**config.mk**
```make
export PLATFORM = sky130hd
export DESIGN_NAME = stream_demux
export DESIGN_NICKNAME = d
export VERILOG_FILES = /design/src/rtl/demux_pkg.sv /design/src/rtl/demux_out_reg.sv /design/src/rtl/stream_demux.sv
export SDC_FILE = /design/constraint.sdc
export NUM_CORES = 1
export LEC_CHECK = 0
export ABC_AREA = 1
export CORE_MARGIN = 4
export CORE_UTILIZATION = 35
export DETAILED_ROUTE_END_ITERATION = 10
export PLACE_DENSITY = 0.92
export SLEW_MARGIN = 30
export SYNTH_ARGS = -nofsm -noshare
export SYNTH_HDL_FRONTEND = slang
export SYNTH_SLANG_ARGS = --single-unit
```
**constraint.sdc**
```tcl
create_clock -name clk -period 2.15 [get_ports clk]
set_input_delay 0.43 -clock clk [delete_from_list [all_inputs] [get_ports clk]]
set_output_delay 0.43 -clock clk [all_outputs]
set_load 0.01 [all_outputs]
```
**src/rtl/demux_pkg.sv**
```systemverilog
// Shared definitions for the demux/mux family: packet FSM encodings and a clog2 helper.
// Latency: n/a (package only).
// Backpressure: n/a (package only).
package demux_pkg;

    localparam logic ST_IDLE = 1'b0;
    localparam logic ST_BUSY = 1'b1;

    // Ceiling log2 usable in constant expressions; returns 0 for n <= 1.
    function automatic int clog2(input int n);
        int r;
        r = 0;
        for (int i = 0; i < 31; i++) begin
            if ((1 << i) < n) begin
                r = i + 1;
            end
        end
        return r;
    endfunction

endpackage

```
**src/rtl/demux_out_reg.sv**
```systemverilog
// Holding register for the demux plus one-hot valid decode and zero-masked data fan-out.
// Latency: a beat loaded on edge N appears on out_valid/out_data in cycle N+1.
// Backpressure: contents are held until consume; a load in the same cycle replaces the beat.
module demux_out_reg #(
    parameter int WIDTH    = 8,
    parameter int CHANNELS = 4,
    parameter int SEL_W    = 2
) (
    input  logic                      clk,
    input  logic                      rst,
    input  logic                      load,
    input  logic [SEL_W-1:0]          load_sel,
    input  logic [WIDTH-1:0]          load_data,
    input  logic                      consume,
    output logic [CHANNELS-1:0]       out_valid,
    output logic [CHANNELS*WIDTH-1:0] out_data
);

    logic             valid_q;
    logic [SEL_W-1:0] sel_q;
    logic [WIDTH-1:0] data_q;

    // Load on accept, otherwise drop valid once the selected consumer takes the beat.
    always_ff @(posedge clk) begin
        if (rst) begin
            valid_q <= 1'b0;
            sel_q   <= '0;
            data_q  <= '0;
        end else if (load) begin
            valid_q <= 1'b1;
            sel_q   <= load_sel;
            data_q  <= load_data;
        end else if (consume) begin
            valid_q <= 1'b0;
        end
    end

    // Decode sel_q to one channel; unselected channels always read zero data.
    always_comb begin
        out_valid = '0;
        out_data  = '0;
        for (int i = 0; i < CHANNELS; i++) begin
            if (sel_q == SEL_W'(i)) begin
                out_valid[i]              = valid_q;
                out_data[i*WIDTH +: WIDTH] = data_q;
            end
        end
    end

endmodule

```
**src/rtl/stream_demux.sv**
```systemverilog
// Registered 1-to-CHANNELS stream demux with optional packet-locked routing and drop counting.
// Latency: one cycle from accept to output; full throughput when the selected channel is ready.
// Backpressure: in_ready follows only the ready of the channel currently holding a beat.
module stream_demux
    import demux_pkg::*;
#(
    parameter int WIDTH       = 8,
    parameter int CHANNELS    = 4,
    parameter bit PACKET_MODE = 1'b0,
    localparam int SEL_W      = (clog2(CHANNELS) < 1) ? 1 : clog2(CHANNELS)
) (
    input  logic                      clk,
    input  logic                      rst,
    input  logic                      in_valid,
    output logic                      in_ready,
    input  logic [WIDTH-1:0]          in_data,
    input  logic [SEL_W-1:0]          in_sel,
    input  logic                      in_last,
    output logic [CHANNELS-1:0]       out_valid,
    input  logic [CHANNELS-1:0]       out_ready,
    output logic [CHANNELS*WIDTH-1:0] out_data,
    output logic [7:0]                drop_cnt,
    output logic                      drop_pulse
);

    // One extra bit so the channel count itself is representable for the range check.
    localparam logic [SEL_W:0] CH_LIM = CHANNELS[SEL_W:0];

    logic             state;
    logic [SEL_W-1:0] pkt_sel;
    logic [SEL_W-1:0] eff_sel;
    logic             in_range;
    logic             accept;
    logic             load;
    logic             drop;
    logic             consume;

    // out_valid is one-hot when a beat is held, so this is out_ready[sel_q] gated by valid_q.
    assign consume  = |(out_valid & out_ready);
    assign in_ready = !(|out_valid) || consume;
    assign accept   = in_valid && in_ready;

    // Mid-packet beats follow the select latched on the packet's first beat.
    assign eff_sel  = (PACKET_MODE && (state == ST_BUSY)) ? pkt_sel : in_sel;
    assign in_range = ({1'b0, eff_sel} < CH_LIM);
    assign load     = accept && in_range;
    assign drop     = accept && !in_range;

    // Packet FSM: latch the route on the first beat, release it after the last beat.
    always_ff @(posedge clk) begin
        if (rst) begin
            state   <= ST_IDLE;
            pkt_sel <= '0;
        end else if (PACKET_MODE && accept) begin
            if (state == ST_IDLE) begin
                pkt_sel <= in_sel;
                if (!in_last) begin
                    state <= ST_BUSY;
                end
            end else if (in_last) begin
                state <= ST_IDLE;
            end
        end
    end

    // Saturating drop counter with a one-cycle pulse per dropped beat.
    always_ff @(posedge clk) begin
        if (rst) begin
            drop_cnt   <= 8'd0;
            drop_pulse <= 1'b0;
        end else begin
            drop_pulse <= drop;
            if (drop && (drop_cnt != 8'hFF)) begin
                drop_cnt <= drop_cnt + 8'd1;
            end
        end
    end

    demux_out_reg #(
        .WIDTH    (WIDTH),
        .CHANNELS (CHANNELS),
        .SEL_W    (SEL_W)
    ) u_out_reg (
        .clk       (clk),
        .rst       (rst),
        .load      (load),
        .load_sel  (eff_sel),
        .load_data (in_data),
        .consume   (consume),
        .out_valid (out_valid),
        .out_data  (out_data)
    );

endmodule

```
==> flow_metrics.tcl, run 1 <==
set metrics [dict create \
    status "finished clean" \
    finalHoldViolCount 0 \
    tns_ns 0 \
    yosysWarningCount 0 \
    synth_seq_cells 11 \
    overflow 0 \
    synthArstFlopShare_pct 0 \
    clkTransAtPathRegs_ns 0.07 \
    num-nets-final 214 \
    grt_pass1_vias 847 \
    antenna_found_initial 0 \
    p_leak_uw 0.000605 \
    drive_above_1_share_pct 8.72 \
    grt_max_degree 12 \
    ys_types 16 \
    num_rows 17 \
    cts.sinks 11 \
    fmax_ghz 0.492 \
    via_per_inst 4.26 \
    gp_congestion 0.801 \
    post-cts-setup-buffers 0 \
    path_cells "nor2_4 > clkinv_2 > nor2_1 > clkdlybuf4s50_1" \
    grt.total_usage_pct 14.2 \
    synth_edf_count 0 \
    layoutNonFillerInstCount 223 \
    min_period_ns 2.03 \
    port_buffers 53 \
    grt_first_pass_wirelength_um 3550 \
    drt_iter0_drc 6 \
    clkLatencyLatePin_ns 0.27 \
    synth_ff_type "dfxtp_1" \
    min_period_over_period_pct 94.5 \
    ioPinCount 64 \
    p_seq_share_pct 39.4 \
    rsz0062_at_grt "no" \
    ys_seq_area_share_pct 27.2 \
    switchingPower_uw 206 \
    critical_path_class "reg2out" \
    cts_made_buffers 3 \
    cts_buffer_depth 2 \
    die_h_um 56.1 \
    start_util_pct 36.5 \
    drv_slew 0 \
    slowest_stage "clkdlybuf4s50_1" \
    syn_area_um2 808 \
    netlist_instances 141 \
    p_per_area_nw_per_um2 453 \
    p_int_uw 406 \
    syn_area_per_cell_um2 5.73 \
    core_um2 2210 \
    combinationalPowerShare_pct 37.9 \
    die_area_um2 3140 \
    antenna_cells 0 \
    synth_commonest_cells "nor2_1, inv_1, nand2_1, nand3_1, dfxtp_1" \
    synth_top_area_cell "dfxtp_1" \
    synth.most_common_cell "nor2_1" \
    antenna_left 0 \
    ctsRootBufferMaster "clkbuf_4" \
    cts_tree "done" \
    power_uw 611 \
    power.share.clock_pct 22.7 \
    routed_wl_um 2210 \
    slowest_delay_ns 0.56 \
    setup_violations 0 \
    wl_per_cell_um 9.89 \
    cp.arrival_ns 1.60 \
    area_delta_synth_final_pct 67.0 \
    drt_first_pass_iters 4 \
    skew_ns 0.00226 \
    htreeDepth 1 \
    via_count 949 \
    yosysTopAreaCellShare_pct 27.2 \
    timing.max_cap.violations 0 \
    die_w_um 56.1 \
    end_kind "output pin" \
    hold_path.class "reg2reg" \
    start_kind "flop" \
    cp.required_ns 1.72 \
    ctsResizeCount 2 \
    cp_max_fo 9 \
    sw_frac_of_total_pct 33.6 \
    synth.area.top_cells "dfxtp_1, nor2_1, inv_1" \
    crit_buf_inv 2 \
    crit_family "buffers and inverters" \
    postLayoutCoreUtil_pct 61.0 \
    detailed_place_hpwl_um 1820 \
    ir_drop_uv 208 \
    rr_worst_depth 8 \
    dp.cells 219 \
    critical_path_cell_count 4 \
    hold_depth 2 \
    drc 0 \
    hold_buffers 0 \
]
==> worst register-to-register path, stage by stage (launching register included) <==
cell	delay, ns
dfxtp_2	0.43
nand3_1	0.10
nand3_1	0.11
inv_1	0.06
nand2_2	0.08
buf_4	0.16
nand3_1	0.07
nand2_1	0.07
nor2_1	0.05
==> power by group through the flow <==
stage,Sequential (uW),Combinational [uW],Clock [uW]
after detailed placement,244,230,0
after global routing,243,255,153
after floorplan,234,149,0
after CTS,239,232,142
final,241,232,139
after global placement,242,226,0
==> cells by family after synthesis <==
group                  after synthesis  synth area share [%]
other                                1                 0.464
and+or+nand+nor                     89                  46.6
buffers and inverters               39                  25.1
DFF                                 11                  27.2
AOI/OAI and AO/OA                    1                 0.619
==> metal layers <==
metal | vias to the layer above | wire [um] | global-route usage [%]
met5 | - | 0 | 0
met4 | 0 | 56 | 9.83
met3 | 5 | 181 | 3.48
met2 | 40 | 1140 | 26.0
met1 | 403 | 826 | 13.7
li1 | 501 | - | -
==> area by class of cell <==
class | instances | area, um2
multi-input combinational | 99 | 423
sequential | 11 | 223
inverter | 26 | 98.8
timing repair buffer | 55 | 544
clock buffer | 4 | 26.3
tap | 28 | 35.0
fill | 207 | 862
==> through the flow <==
stage / hold WS, ns / instance area [um2] / worst slack, ns
floorplan: 0.455 / 838 / 0.845
global placement: 0.462 / 1310 / -0.0368
detailed placement: 0.472 / 1310 / -0.0394
CTS: 0.487 / 1340 / -0.0591
global route: 0.505 / 1350 / 0.0358
finish: 0.486 / 1350 / 0.119
==> sequential cells by signal, summed over array words and instances, names as in the netlist <==
signal,cells
u_out_reg.data_q,8
u_out_reg.sel_q,2
u_out_reg.valid_q,1
==> final timing paths <==
path | slack (ns) | startpoint | endpoint
worst min-delay path | 0.49 | u_out_reg.data_q[1]$_SDFFE_PP0P_ | u_out_reg.data_q[1]$_SDFFE_PP0P_
worst max-delay path | 0.12 | u_out_reg.sel_q[0]$_SDFFE_PP0P_ | out_data[2]
worst max register to register | 0.90 | u_out_reg.sel_q[1]$_SDFFE_PP0P_ | u_out_reg.sel_q[0]$_SDFFE_PP0P_
worst min register to register | 0.49 | u_out_reg.data_q[1]$_SDFFE_PP0P_ | u_out_reg.data_q[1]$_SDFFE_PP0P_
==> cell usage in the layout, fill, tap and decap left out, drive strengths merged, types with 2 or more instances in the layout <==
cell	synthesis	routed
buf	12	2
clkbuf	1	4
clkdlybuf4s50	0	52
clkinv	2	2
conb	1	9
dfxtp	11	11
inv	24	24
nand2	15	15
nand3	14	14
nor2	59	59
No activity file was read; power rests on OpenSTA's default activity.
==> run 2, diff against run 1 <==
- ABC_CLOCK_PERIOD_IN_PS: default -> 2150
==> results of run 2 <==
Final layout, timing and power as in run 1 (identical DEF).
